[src/rtl/aes_pkg.sv]
// Shared AES types and constants for the iterative encryption controller.
package aes_pkg;

    localparam int AES_BLOCK_W = 128;
    localparam int AES128_NR   = 10;

    typedef logic [AES_BLOCK_W-1:0] aes_block_t;

    typedef enum logic [1:0] {
        IDLE,
        ROUND,
        DONE
    } seq_state_t;

endpackage

[src/rtl/aes_round_sequencer_if.sv]
// Plaintext-in / ciphertext-out valid/ready streams of the round sequencer.
interface aes_round_sequencer_if;

    logic                in_valid;
    logic                in_ready;
    aes_pkg::aes_block_t in_data;
    logic                out_valid;
    logic                out_ready;
    aes_pkg::aes_block_t out_data;

    modport master (
        output in_valid, in_data, out_ready,
        input  in_ready, out_valid, out_data
    );

    modport slave (
        input  in_valid, in_data, out_ready,
        output in_ready, out_valid, out_data
    );

endinterface

[src/rtl/aes_round_counter.sv]
// Loadable round counter; terminal flags the final round (count == NR).
module aes_round_counter #(
    parameter int NR     = 10,
    parameter int KIDX_W = 4
) (
    input  logic              clk,
    input  logic              rst,
    input  logic              clr,
    input  logic              load,
    input  logic [KIDX_W-1:0] load_val,
    input  logic              inc,
    output logic [KIDX_W-1:0] count,
    output logic              terminal
);

    logic [KIDX_W-1:0] count_reg;

    // clr beats load so an abort always wins over a new block
    always_ff @(posedge clk or posedge rst) begin
        if (rst) begin
            count_reg <= '0;
        end else if (clr) begin
            count_reg <= '0;
        end else if (load) begin
            count_reg <= load_val;
        end else if (inc) begin
            count_reg <= count_reg + 1'b1;
        end
    end

    assign count    = count_reg;
    assign terminal = (count_reg == KIDX_W'(NR));

endmodule

[src/rtl/aes_round_sequencer.sv]
// Iterative AES controller: owns the state register and round counter and
// steers an external combinational round datapath plus round-key lookup.
module aes_round_sequencer
    import aes_pkg::*;
#(
    parameter int NR     = AES128_NR,
    parameter int KIDX_W = 4
) (
    input  logic                  clk,
    input  logic                  rst,
    aes_round_sequencer_if.slave  bus,
    output logic [KIDX_W-1:0]     key_idx,
    input  aes_block_t            key_data,
    output aes_block_t            dp_in,
    output logic                  dp_last,
    input  aes_block_t            dp_out,
    output logic                  busy,
    input  logic                  flush
);

    seq_state_t        fsm_reg, fsm_next;
    aes_block_t        state_reg, state_next;
    logic [KIDX_W-1:0] round;
    logic              round_last;
    logic              cnt_clr, cnt_load, cnt_inc;

    aes_round_counter #(
        .NR     (NR),
        .KIDX_W (KIDX_W)
    ) u_round_counter (
        .clk      (clk),
        .rst      (rst),
        .clr      (cnt_clr),
        .load     (cnt_load),
        .load_val (KIDX_W'(1)),
        .inc      (cnt_inc),
        .count    (round),
        .terminal (round_last)
    );

    always_ff @(posedge clk or posedge rst) begin
        if (rst) begin
            fsm_reg   <= IDLE;
            state_reg <= '0;
        end else begin
            fsm_reg   <= fsm_next;
            state_reg <= state_next;
        end
    end

    always_comb begin
        fsm_next      = fsm_reg;
        state_next    = state_reg;
        cnt_clr       = 1'b0;
        cnt_load      = 1'b0;
        cnt_inc       = 1'b0;
        bus.in_ready  = 1'b0;
        bus.out_valid = 1'b0;
        key_idx       = '0;
        dp_last       = 1'b0;

        case (fsm_reg)
            IDLE: begin
                bus.in_ready = 1'b1;
                // key index 0 is the initial AddRoundKey whitening key
                if (bus.in_valid && !flush) begin
                    state_next = bus.in_data ^ key_data;
                    cnt_load   = 1'b1;
                    fsm_next   = ROUND;
                end
            end
            ROUND: begin
                key_idx    = round;
                dp_last    = round_last;
                state_next = dp_out ^ key_data;
                if (round_last) begin
                    cnt_clr  = 1'b1;
                    fsm_next = DONE;
                end else begin
                    cnt_inc  = 1'b1;
                end
            end
            DONE: begin
                bus.out_valid = 1'b1;
                if (bus.out_ready) begin
                    fsm_next = IDLE;
                end
            end
            default: begin
                fsm_next = IDLE;
            end
        endcase

        if (flush) begin
            fsm_next = IDLE;
            cnt_clr  = 1'b1;
        end
    end

    assign bus.out_data = state_reg;
    assign dp_in        = state_reg;
    assign busy         = (fsm_reg != IDLE);

endmodule
[src/flat_wrapper.sv]
// flat-port wrapper written by rule: the top's interface ports become plain ports
module aes_round_sequencer_flat import aes_pkg::*;
#(
    parameter int NR     = AES128_NR,
    parameter int KIDX_W = 4
)
  (clk, rst, key_idx, key_data, dp_in, dp_last, dp_out, busy, flush, bus_in_valid, bus_in_data, bus_out_ready, bus_in_ready, bus_out_valid, bus_out_data);
  aes_round_sequencer_if bus_i ();
  input  logic clk;
  input  logic rst;
  output logic [KIDX_W-1:0] key_idx;
  input  aes_block_t key_data;
  output aes_block_t dp_in;
  output logic dp_last;
  input  aes_block_t dp_out;
  output logic busy;
  input  logic flush;
  input wire logic [$bits(bus_i.in_valid)-1:0] bus_in_valid;
  input wire logic [$bits(bus_i.in_data)-1:0] bus_in_data;
  input wire logic [$bits(bus_i.out_ready)-1:0] bus_out_ready;
  output wire logic [$bits(bus_i.in_ready)-1:0] bus_in_ready;
  output wire logic [$bits(bus_i.out_valid)-1:0] bus_out_valid;
  output wire logic [$bits(bus_i.out_data)-1:0] bus_out_data;
  assign bus_i.in_valid = bus_in_valid;
  assign bus_i.in_data = bus_in_data;
  assign bus_i.out_ready = bus_out_ready;
  assign bus_in_ready = bus_i.in_ready;
  assign bus_out_valid = bus_i.out_valid;
  assign bus_out_data = bus_i.out_data;
  aes_round_sequencer #(.NR(NR), .KIDX_W(KIDX_W)) u_core (.clk(clk), .rst(rst), .bus(bus_i), .key_idx(key_idx), .key_data(key_data), .dp_in(dp_in), .dp_last(dp_last), .dp_out(dp_out), .busy(busy), .flush(flush));
endmodule
[config.mk]
export PLATFORM = sky130hd
export DESIGN_NAME = aes_round_sequencer_flat
export DESIGN_NICKNAME = d
export VERILOG_FILES = /design/src/rtl/aes_pkg.sv /design/src/rtl/aes_round_sequencer_if.sv /design/src/rtl/aes_round_counter.sv /design/src/rtl/aes_round_sequencer.sv /design/src/flat_wrapper.sv
export SDC_FILE = /design/constraint.sdc
export NUM_CORES = 1
export LEC_CHECK = 0
export ABC_CLOCK_PERIOD_IN_PS = 5300
export CAP_MARGIN = 25
export CORE_AREA = 2 2 256 258
export DETAILED_ROUTE_END_ITERATION = 6
export DIE_AREA = 0 0 258 260
export GPL_TIMING_DRIVEN = 0
export HOLD_SLACK_MARGIN = 0.15
export SKIP_CTS_REPAIR_TIMING = 1
export SYNTH_ARGS = -nofsm -noshare
export SYNTH_HDL_FRONTEND = slang
export SYNTH_HIERARCHICAL = 1
export SYNTH_SLANG_ARGS = --single-unit
[constraint.sdc]
create_clock -name clk -period 5.3 [get_ports clk]
set_input_delay 1.06 -clock clk [delete_from_list [all_inputs] [get_ports clk]]
set_output_delay 1.06 -clock clk [all_outputs]
set_load 0.005 [all_outputs]
[After elaboration in Yosys (flattened, before gate mapping)]
Index checks and enable logic that the tools add are counted.
Widths: inputs -> output; s select.
Cells by class
  $add $sub $neg: 1
  multiply operators: 0
  divide/modulo/power cells: 0
  order comparisons: 0
  eq/ne operators: 7
  shifts and indexed selects: 0
  muxes and demuxes: 21
  bitwise operators: 2
  reductions and logical operators: 8
Operators with widths (count)
  $pmux 128 s2: 1
  $xor 128x128->128: 2
  $mux 128: 1
  $mux 4: 4
  $mux 1: 10
  $mux 2: 4
  $ne 3x2->1 const B: 2
  $pmux 2 s3: 1
  $add 4x1->4 const B: 1
  $eq 4x4->1 const B: 1
  $reduce_bool 2->1: 2
  $ne 3x3->1 const B: 1
  $reduce_and 3->1: 1
  $reduce_bool 3->1: 1
  $eq 2x1->1 const B: 1
  $eq 2x2->1 const B: 1
  $logic_not 2->1: 1
  $ne 2x1->1 const B: 1
  $reduce_and 2->1: 1
  $logic_and 1x1->1: 1
  $logic_not 1->1: 1
Word-level totals
  register bits after elaboration: 134
  latch bits: 0
  bits in writable memories: 0
  memory bits (read-only): 0
  input bits: 389
  logic and storage cells: 42
  memories: 0

[Longest topological paths before layout]
Gate-level depths: netlist of the first run.
  word-level depth: 6
  mapped depth: 9
  gate-level depth less buffers: 8

[Modules after synthesis]
The synthesis of the first run kept the hierarchy.
By module, submodules not included
  aes_round_sequencer: instances 1, cells an instance 694, area each 8409.3 sq um
  aes_round_counter: instances 1, cells an instance 28, area each 251.5 sq um

[Worst setup path after synthesis of the first run]
No wires, ideal clock.
  path type: input to register
  start: input port flush
  end: register u_core.state_reg[38], in the netlist u_core/bus.out_data[38]
  data arrival time: 2.082 ns
  required time: 5.175 ns
  path slack: 3.093 ns
  stages on the path: 5
  buffers on the path: 2
  path through: nand2b_1 > a21oi_1 > buf_2 > buf_4 > mux2_2
Between the ends
  cells in the longest elaborated chain, start to end: 4
RTL lines
  start: declaration: RTL line flat_wrapper.sv:17  | input logic flush;
  $logic_not 1->1: RTL line aes_round_sequencer.sv:66  | if (bus.in_valid && !flush) begin
  $logic_and 1x1->1: RTL line aes_round_sequencer.sv:66
  $ne 2x1->1 (no line)
  $reduce_and 2->1 (no line)
  end signal: assignment: RTL line aes_round_sequencer.sv:47  | state_reg <= state_next;
  end: declaration: RTL line aes_round_sequencer.sv:22  | aes_block_t state_reg, state_next;
Every way passes these cells.
A chain may end at the register's enable or synchronous reset.

[Worst setup path in the final report of the first run]
  start: register u_core.fsm_reg[0]
  end: output port dp_last
Between the ends
  cells in the longest elaborated chain, start to end: 2
RTL lines
  start: declaration: RTL line aes_round_sequencer.sv:21  | seq_state_t fsm_reg, fsm_next;
  start signal: assignment: RTL line aes_round_sequencer.sv:46  | fsm_reg <= fsm_next;
  $eq 2x1->1: RTL line aes_round_sequencer.sv:62  | case (fsm_reg)
  $mux 1: RTL line aes_round_sequencer.sv:62
  end: declaration: RTL line flat_wrapper.sv:14  | output logic dp_last;
Every way passes these cells.

==> results of run 1 <==
[cell usage after synthesis, drive strengths merged]
cell and n:
a21oi 4, inv 8, clkbuf 1, xor2 1
xnor2 130, mux2 128, nand2b 1, a211o 1
buf 157, nor2b 2, nor2 7, conb 2
a2111oi 1, nand4 1, or2 1, o21a 2
ha 2, dfrtp 134, mux2i 129, a22oi 1
and2 5, nand2 3, nor3 1
[per-layer routing]
layer  share of wire (%)  vias up  routed length [µm]  track usage [%]
li1                    -     3662                   -                -
met1                  38     3608               15090            12.40
met2                  52      420               20610            21.08
met3                 7.4       44                2960            3.528
met4                 2.7        6                1066            4.672
met5                0.10        -                  40                0
[report_power, final]
| group | internal [W] | switching (W) |
|---|---|---|
| clock | 0.000790 | 0.000514 |
| combinational | 0.00158 | 0.000633 |
| sequential | 0.00125 | 0.000240 |
[metrics by stage]
step / total power [W] / setup slack [ns] / utilization [%]
after floorplan: 0.002290 / 0.7707 / -
after global placement: 0.003724 / -1.580 / 25.37
after detailed placement: 0.003746 / 1.997 / 25.42
final: 0.005003 / 1.943 / 26.39
after global routing: 0.005293 / 1.745 / 26.39
after CTS: 0.005121 / 1.779 / 26.39
[path summary, 6_finish.rpt]
path | cells past startpoint | startpoint | end | slack, ns
max in group asynchronous | 3 | rst | u_core/bus.out_data[3] | 3.44
min reg2reg | 1 | u_core/bus.out_data[99] | u_core/bus.out_data[99] | 0.53
max reg2reg | 6 | u_core/fsm_reg[0] | u_core/bus.out_data[51] | 3.26
max | 5 | u_core/fsm_reg[0] | dp_last | 1.94
min | 1 | u_core/bus.out_data[99] | u_core/bus.out_data[99] | 0.53
min in group asynchronous | 2 | rst | u_core/u_round_counter/count[1] | 0.91
[kinds of logic after synthesis]
logic type	count (synthesis)	share of synthesized area (%)
muxes	257	31.55
buffers and inverters	166	14.16
DFF	134	38.72
xor gates and xnor gates	131	13.25
and+or+nand+nor	21	1.214
AOI/OAI and AO/OA	9	0.7368
adders and majority gates	2	0.2889
other	2	0.08671
[area by class of cell]
type	instances	area share, %
Antenna cell	1	0.01479
Clock inverter	10	0.8429
Buffer	158	7.068
Multi-Input combinational cell	424	24.16
Tap cell	855	6.322
Clock buffer	21	2.839
Timing Repair Buffer	653	38.73
Inverter	8	0.2070
Sequential cell	134	19.82
==> results.json, run 1 <==
{
  "antenna_found_initial": 6,
  "grt_overflow": 0,
  "drive_above_1_share_pct": 22.80,
  "crit_fanout": 10,
  "vias": 7740,
  "drc_errors": 0,
  "synth-seq-cells": 134,
  "arrival_ns": 2.30,
  "worst_setup_path_end_kind": "output port",
  "ys_warn_count": 6,
  "antenna_left": 0,
  "cts_tree": "yes",
  "first_iter_violations": 224,
  "crit_family": "buffers and inverters",
  "rows": 93,
  "gp_congestion": 0.8898,
  "dpl-instance-area_um2": 16300,
  "grt_setup_unrepaired": "false",
  "finalSetupViolations": 0,
  "worstSetupStartpointType": "register",
  "place_hpwl_um": 33000,
  "final_hold_viol_count": 0,
  "cp_common_cell": "buf_6",
  "cts_root_buf": "clkbuf_16",
  "grt_use_total_pct": 11.56,
  "clk_transition_reported_paths_ns": 0.06,
  "post_synth.cell_area_avg_um2": 12.00,
  "die_area_um2": 67080,
  "wl_um": 39770,
  "slowest_delay_ns": 0.53,
  "worstPathCellList": "buf_6, buf_6, nor2b_1, and2_1, clkdlybuf4s50_1",
  "numCtsBuffers": 17,
  "powerDensity_nw_per_um2": 295.7,
  "synth_top_area_cell": "dfrtp_1",
  "clockBufferDepth": 2,
  "cp_num_buf_inv": 3,
  "drt_pass1_iterations": 4,
  "tightest_slew_ns": 0.6916,
  "largest_reg_flops": 128,
  "finalNonFillerCells": 2264,
  "dp.cells": 2232,
  "ys_seq_area_share_pct": 38.72,
  "core_area_um2": 64120,
  "p_leak_nw": 6.667,
  "critical-path-slowest-cell": "clkdlybuf4s50_1",
  "multi_input_area_um2": 4089,
  "relSlewSlack_pct": 53.89,
  "ys_types": 27,
  "finClkSkew_ns": 0.005724,
  "final_area_um2": 16920,
  "areaGrowthSynthToFinish_pct": 95.39,
  "htree_levels": 4,
  "grt_max_degree": 67,
  "die_w_um": 258,
  "n_fill_cell": 6674,
  "grt_first_pass_wirelength_um": 55690,
  "clock_latency_ns": 0.47,
  "cts_sinks": 134,
  "first_global_vias": 8442,
  "holdWs_ns": 0.5321,
  "wire_per_inst_um": 17.56,
  "drv_slew": 0,
  "viasPerCell": 3.419,
  "synth_area_leaders": "dfrtp_1 39%, mux2_2 17%, mux2i_1 15%, xnor2_1 13%, buf_4 12%",
  "layout_common_cells": "652 x clkdlybuf4s50_1, 140 x buf_4, 134 x dfrtp_1",
  "synthesis.area_um2": 8661,
  "synth_cells": 722,
  "num_io_pins": 653,
  "period_needed_ns": 3.357,
  "max_freq_mhz": 297.9,
  "layout_commonest_cell": "clkdlybuf4s50_1",
  "fin_nets": 1787,
  "worstPathRequired_ns": 4.24,
  "critPathKind": "register to output port",
  "post-route-period-util_pct": 63.34,
  "initial_utilization_pct": 13.51,
  "yosysTopAreaCellShare_pct": 38.72,
  "setup_tns_ns": 0,
  "io_buffers": 652,
  "seq_area_um2": 3353,
  "status": "finished clean",
  "fp.dieH_um": 260,
  "maxCapViolations": 0,
  "hp-class": "register to register",
  "vdd_drop_max_mv": 0.2022
}
No activity file was read; power rests on OpenSTA's default activity.
==> run 2, diff against run 1 <==
Settings changed: ABC_CLOCK_PERIOD_IN_PS 5300 to 2800.
Clock period 5.3 ns to 2.8 ns, I/O delays scaled along.
==> run 2 against run 1 <==
Against the previous run:
- power is 82% higher
- first-iteration DRC count is 4.9% lower
- sequential power is 89% higher
- largest power group unchanged
- die area stayed put
==> results.json, run 2 (same netlist as run 1, synthesis figures left out) <==
{
  "status": "finished clean",
  "wl_um": 39780,
  "clk_transition_reported_paths_ns": 0.06,
  "power.share.clock_pct": 22.7,
  "gp_congestion": 0.8747,
  "first_iter_violations": 213,
  "finalSetupViolations": 0,
  "worstSetupStartpointType": "register",
  "powerDensity_nw_per_um2": 537.8,
  "antenna_found_initial": 7,
  "vias": 7833,
  "wl_met2_um": 19840,
  "clockBufferDepth": 2,
  "clock_latency_ns": 0.46,
  "grt_use_total_pct": 11.56,
  "vdd_drop_max_mv": 0.4312,
  "worstPathRequired_ns": 2.24,
  "maxCapViolations": 0,
  "layout_commonest_cell": "clkdlybuf4s50_1",
  "num_io_pins": 653,
  "holdWs_ns": 0.3695,
  "max_freq_mhz": 382.3,
  "pwr-share-comb_pct": 46.3,
  "post-route-period-util_pct": 93.42,
  "die_area_um2": 67080,
  "antenna_left": 0,
  "hp-class": "input pin to asynchronous set/reset pin",
  "period_needed_ns": 2.616,
  "grt_max_degree": 40,
  "rows": 93,
  "n_fill_cell": 6690,
  "layout_common_cells": "652 x clkdlybuf4s50_1, 142 x buf_4, 134 x dfrtp_1",
  "p_leak_nw": 6.636,
  "fin_ws_ns": 0.1842,
  "total_power_w": 0.009083,
  "place_ws_ns": 0.005869,
  "critPathKind": "register to output port",
  "drt_pass1_iterations": 4,
  "tightest_slew_ns": 0.6823,
  "grt_first_pass_wirelength_um": 55280,
  "worst_setup_path_end_kind": "output port",
  "fin_nets": 1791,
  "cell_internal_pwr_w": 0.006502,
  "drv_slew": 0,
  "cts_root_buf": "clkbuf_16",
  "arrival_ns": 2.06,
  "fin_util_pct": 26.34,
  "initial_utilization_pct": 13.51,
  "htree_levels": 4,
  "numCtsBuffers": 17,
  "wl_met3_um": 3726,
  "seq_area_um2": 3353,
  "largest_reg_flops": 128,
  "cts_sinks": 134,
  "drive_above_1_share_pct": 22.75,
  "met1_length_um": 15390,
  "relSlewSlack_pct": 54.41,
  "grt_setup_unrepaired": "false",
  "first_global_vias": 8352,
  "core_area_um2": 64120,
  "fp.dieH_um": 260,
  "multi_input_area_um2": 4096,
  "p_seq_share_pct": 31.0,
  "finClkSkew_ns": 0.01095,
  "place_hpwl_um": 33150,
  "cts_tree": "yes",
  "io_buffers": 652,
  "drc_errors": 0,
  "wire_per_inst_um": 17.54,
  "grt_overflow": 0,
  "crit_fanout": 5,
  "power.switching_w": 0.002581,
  "top_layer": "met5",
  "viasPerCell": 3.454,
  "die_w_um": 258,
  "sw_frac_of_total_pct": 28.42,
  "areaGrowthSynthToFinish_pct": 95.02,
  "final_hold_viol_count": 0
}
-- run 2: path summary, 6_finish.rpt --
kind                                                   endpoint                       startpoint  slack (ns)  depth (start not counted)
worst min-delay path            u_core/u_round_counter/count[1]                              rst        0.37                          2
worst max-delay path                                    dp_last  u_core/u_round_counter/count[0]        0.18                          6
max in group asynchronous                u_core/bus.out_data[2]                              rst        1.35                          4
worst max register to register          u_core/bus.out_data[78]                u_core/fsm_reg[0]        0.55                          6
min in group clk                        u_core/bus.out_data[66]          u_core/bus.out_data[66]        0.53                          1
worst min register to register          u_core/bus.out_data[66]          u_core/bus.out_data[66]        0.53                          1
-- run 2: cell type report --
type | count | area share [%]
timing repair buffer | 657 | 39.08
multi-input combinational | 424 | 24.25
sequential | 134 | 19.85
buffer | 158 | 7.230
tap | 855 | 6.334
clock buffer | 22 | 2.689
clock inverter | 8 | 0.3260
inverter | 8 | 0.2000
antenna | 2 | 0.02963
-- run 2: per-layer routing --
layer,up-vias,track usage (%)
met4,2,3.789
met3,44,4.347
met5,-,0
met2,428,20.33
li1,3678,-
met1,3681,12.83
-- run 2: power groups by stage --
| stage | combinational [W] | clock (W) | sequential, W |
|---|---|---|---|
| after floorplan | 0.00162 | 0 | 0.00272 |
| after global placement | 0.00422 | 0 | 0.00285 |
| after detailed placement | 0.00425 | 0 | 0.00286 |
| after CTS | 0.00427 | 0.00220 | 0.00283 |
| after global routing | 0.00448 | 0.00229 | 0.00289 |
| final | 0.00421 | 0.00206 | 0.00282 |
-- run 2: critical path, cell delays in order, from the launching register on --
cell             delay, ns
dfrtp_1               0.44
inv_1                 0.08
ha_1                  0.13
nand2_1               0.05
nor2_1                0.19
and2_1                0.18
clkdlybuf4s50_1       0.52
-- run 2: per-stage QoR --
stage / TNS [ns] / instance area, µm² / instances
after detailed placement: 0 / 16330 / 2234
after global placement: -105.81 / 16270 / 2231
after CTS: -1.318 / 16840 / 2264
final: 0 / 16890 / 2268
after global routing: 0 / 16880 / 2266
after floorplan: 0 / 8672 / 724
==> run 3, diff against run 2 <==
Settings changed: CELL_PAD_IN_SITES_DETAIL_PLACEMENT set to 1, CELL_PAD_IN_SITES_GLOBAL_PLACEMENT set to 1, CORE_AREA 2 2 256 258 to 2 2 255 257, DIE_AREA 0 0 258 260 to 0 0 257 259, PLACE_DENSITY_LB_ADDON set to 0.1.
==> run 3 against run 2 <==
Against the previous run:
- via count decreased by 0.49%
- wire length is 13% higher
- utilization grew 0.12 points
- flip-flop and latch count unchanged
- final area barely moved
- register-to-register slack better by 0.31 ns
- global-route usage up 2.0 points
- worst setup slack worse by 0.014 ns
- clock power increased by 8%
- worst hold slack lost 0.0091 ns
- critical path type unchanged
==> results.json, run 3 (same netlist as run 1, synthesis figures left out) <==
{
  "finClkSkew_ns": 0.008036,
  "wire_per_inst_um": 19.88,
  "place_hpwl_um": 37960,
  "num_io_pins": 653,
  "crit_fanout": 10,
  "period_needed_ns": 2.630,
  "wl_um": 45110,
  "post-route-period-util_pct": 93.94,
  "grt_first_pass_wirelength_um": 63630,
  "fin_util_pct": 26.46,
  "critPathKind": "register to output port",
  "cts_root_buf": "clkbuf_16",
  "grt_overflow": 0,
  "reg2reg_slack_ns": 0.86,
  "fin_ws_ns": 0.1697,
  "grt_use_total_pct": 13.54,
  "first_iter_violations": 144,
  "die_area_um2": 66560,
  "first_global_vias": 8632,
  "arrival_ns": 2.07,
  "finalSetupViolations": 0,
  "worstSetupStartpointType": "register",
  "tightest_slew_ns": 0.5791,
  "maxCapViolations": 0,
  "slowest_delay_ns": 0.54,
  "place_ws_ns": 0.01105,
  "status": "finished clean",
  "relSlewSlack_pct": 61.10,
  "areaGrowthSynthToFinish_pct": 95.17,
  "vdd_drop_max_mv": 0.4328,
  "antenna_found_initial": 11,
  "final_hold_viol_count": 0,
  "drive_above_1_share_pct": 22.55,
  "clk_transition_reported_paths_ns": 0.06,
  "die_w_um": 257,
  "io_buffers": 652,
  "drt_pass1_iterations": 4,
  "cts_sinks": 134,
  "cts_tree": "yes",
  "clock_latency_ns": 0.48,
  "drc_errors": 0,
  "worstPathCellList": "buf_6, buf_12, nor2b_4, and2_1, clkdlybuf4s50_1",
  "p_leak_nw": 6.641,
  "worst_setup_path_end_kind": "output port",
  "vias": 7795,
  "drv_slew": 0,
  "htree_levels": 4,
  "clockBufferDepth": 2,
  "holdWs_ns": 0.3604,
  "gp_congestion": 0.7837,
  "layout_commonest_cell": "clkdlybuf4s50_1",
  "powerDensity_nw_per_um2": 548.5,
  "fp.dieH_um": 259,
  "layout_common_cells": "652 x clkdlybuf4s50_1, 140 x buf_4, 134 x dfrtp_1",
  "grt_max_degree": 34,
  "critical-path-slowest-cell": "clkdlybuf4s50_1",
  "core_area_um2": 63880,
  "fin_nets": 1790,
  "numCtsBuffers": 17,
  "antenna_left": 0,
  "max_freq_mhz": 380.2,
  "rows": 93,
  "viasPerCell": 3.435,
  "initial_utilization_pct": 13.56,
  "grt_setup_unrepaired": "false",
  "largest_reg_flops": 128,
  "worstPathRequired_ns": 2.24,
  "hp-class": "input pin to asynchronous set/reset pin"
}
==> run 3: final timing paths <==
path,from,depth (start not counted),end
setup / recovery,u_core/fsm_reg[0],5,key_idx[2]
hold / removal,rst,2,u_core/u_round_counter/count[2]
setup reg to reg,u_core/fsm_reg[0],6,u_core/bus.out_data[20]
hold reg to reg,u_core/bus.out_data[88],1,u_core/bus.out_data[88]
max in group asynchronous,rst,4,u_core/bus.out_data[8]
min in group clk,u_core/bus.out_data[88],1,u_core/bus.out_data[88]
==> run 3: worst max-delay path: cells and delay by family, from the launching register on <==
kind	cells	cell delay, ns
buf+inv	3	0.91
flops	1	0.34
simple gates	2	0.35
==> run 3: area by class of cell <==
class | count | area, µm²
multi-input cells | 424 | 4099
diodes | 4 | 10.01
plain buffers | 158 | 1205
repair buffers | 656 | 6606
inverters | 8 | 33.78
well taps | 855 | 1070
clock buffers | 26 | 479.2
fillers | 7142 | 46980
clock inverters | 4 | 47.55
flip-flops and latches | 134 | 3353
==> run 3: where the power goes <==
group / switching [W] / internal (W) / leakage [nW]
clock: 0.000969 / 0.00125 / 0.254
combinational: 0.00124 / 0.00300 / 4.82
sequential: 0.000441 / 0.00236 / 1.57
total: 0.00266 / 0.00662 / 6.64
==> run 3: per-stage QoR <==
step / total power [W] / area (µm²) / setup TNS, ns / cells
6_report: 0.009271 / 16900 / 0 / 2269
5_1_grt: 0.009897 / 16890 / 0 / 2265
4_1_cts: 0.009557 / 16870 / -0.7793 / 2265
3_5_place_dp: 0.007192 / 16350 / 0 / 2235
3_3_place_gp: 0.007164 / 16270 / -168.49 / 2231
2_1_floorplan: 0.004336 / 8672 / 0 / 724
==> run 3: routing by layer <==
layer | up-vias | track usage (%) | wire length, µm
met5 | - | 0 | 113
met4 | 18 | 3.343 | 490
met3 | 40 | 5.673 | 3702
met2 | 340 | 24.79 | 24080
met1 | 3722 | 14.28 | 16720
li1 | 3675 | - | -
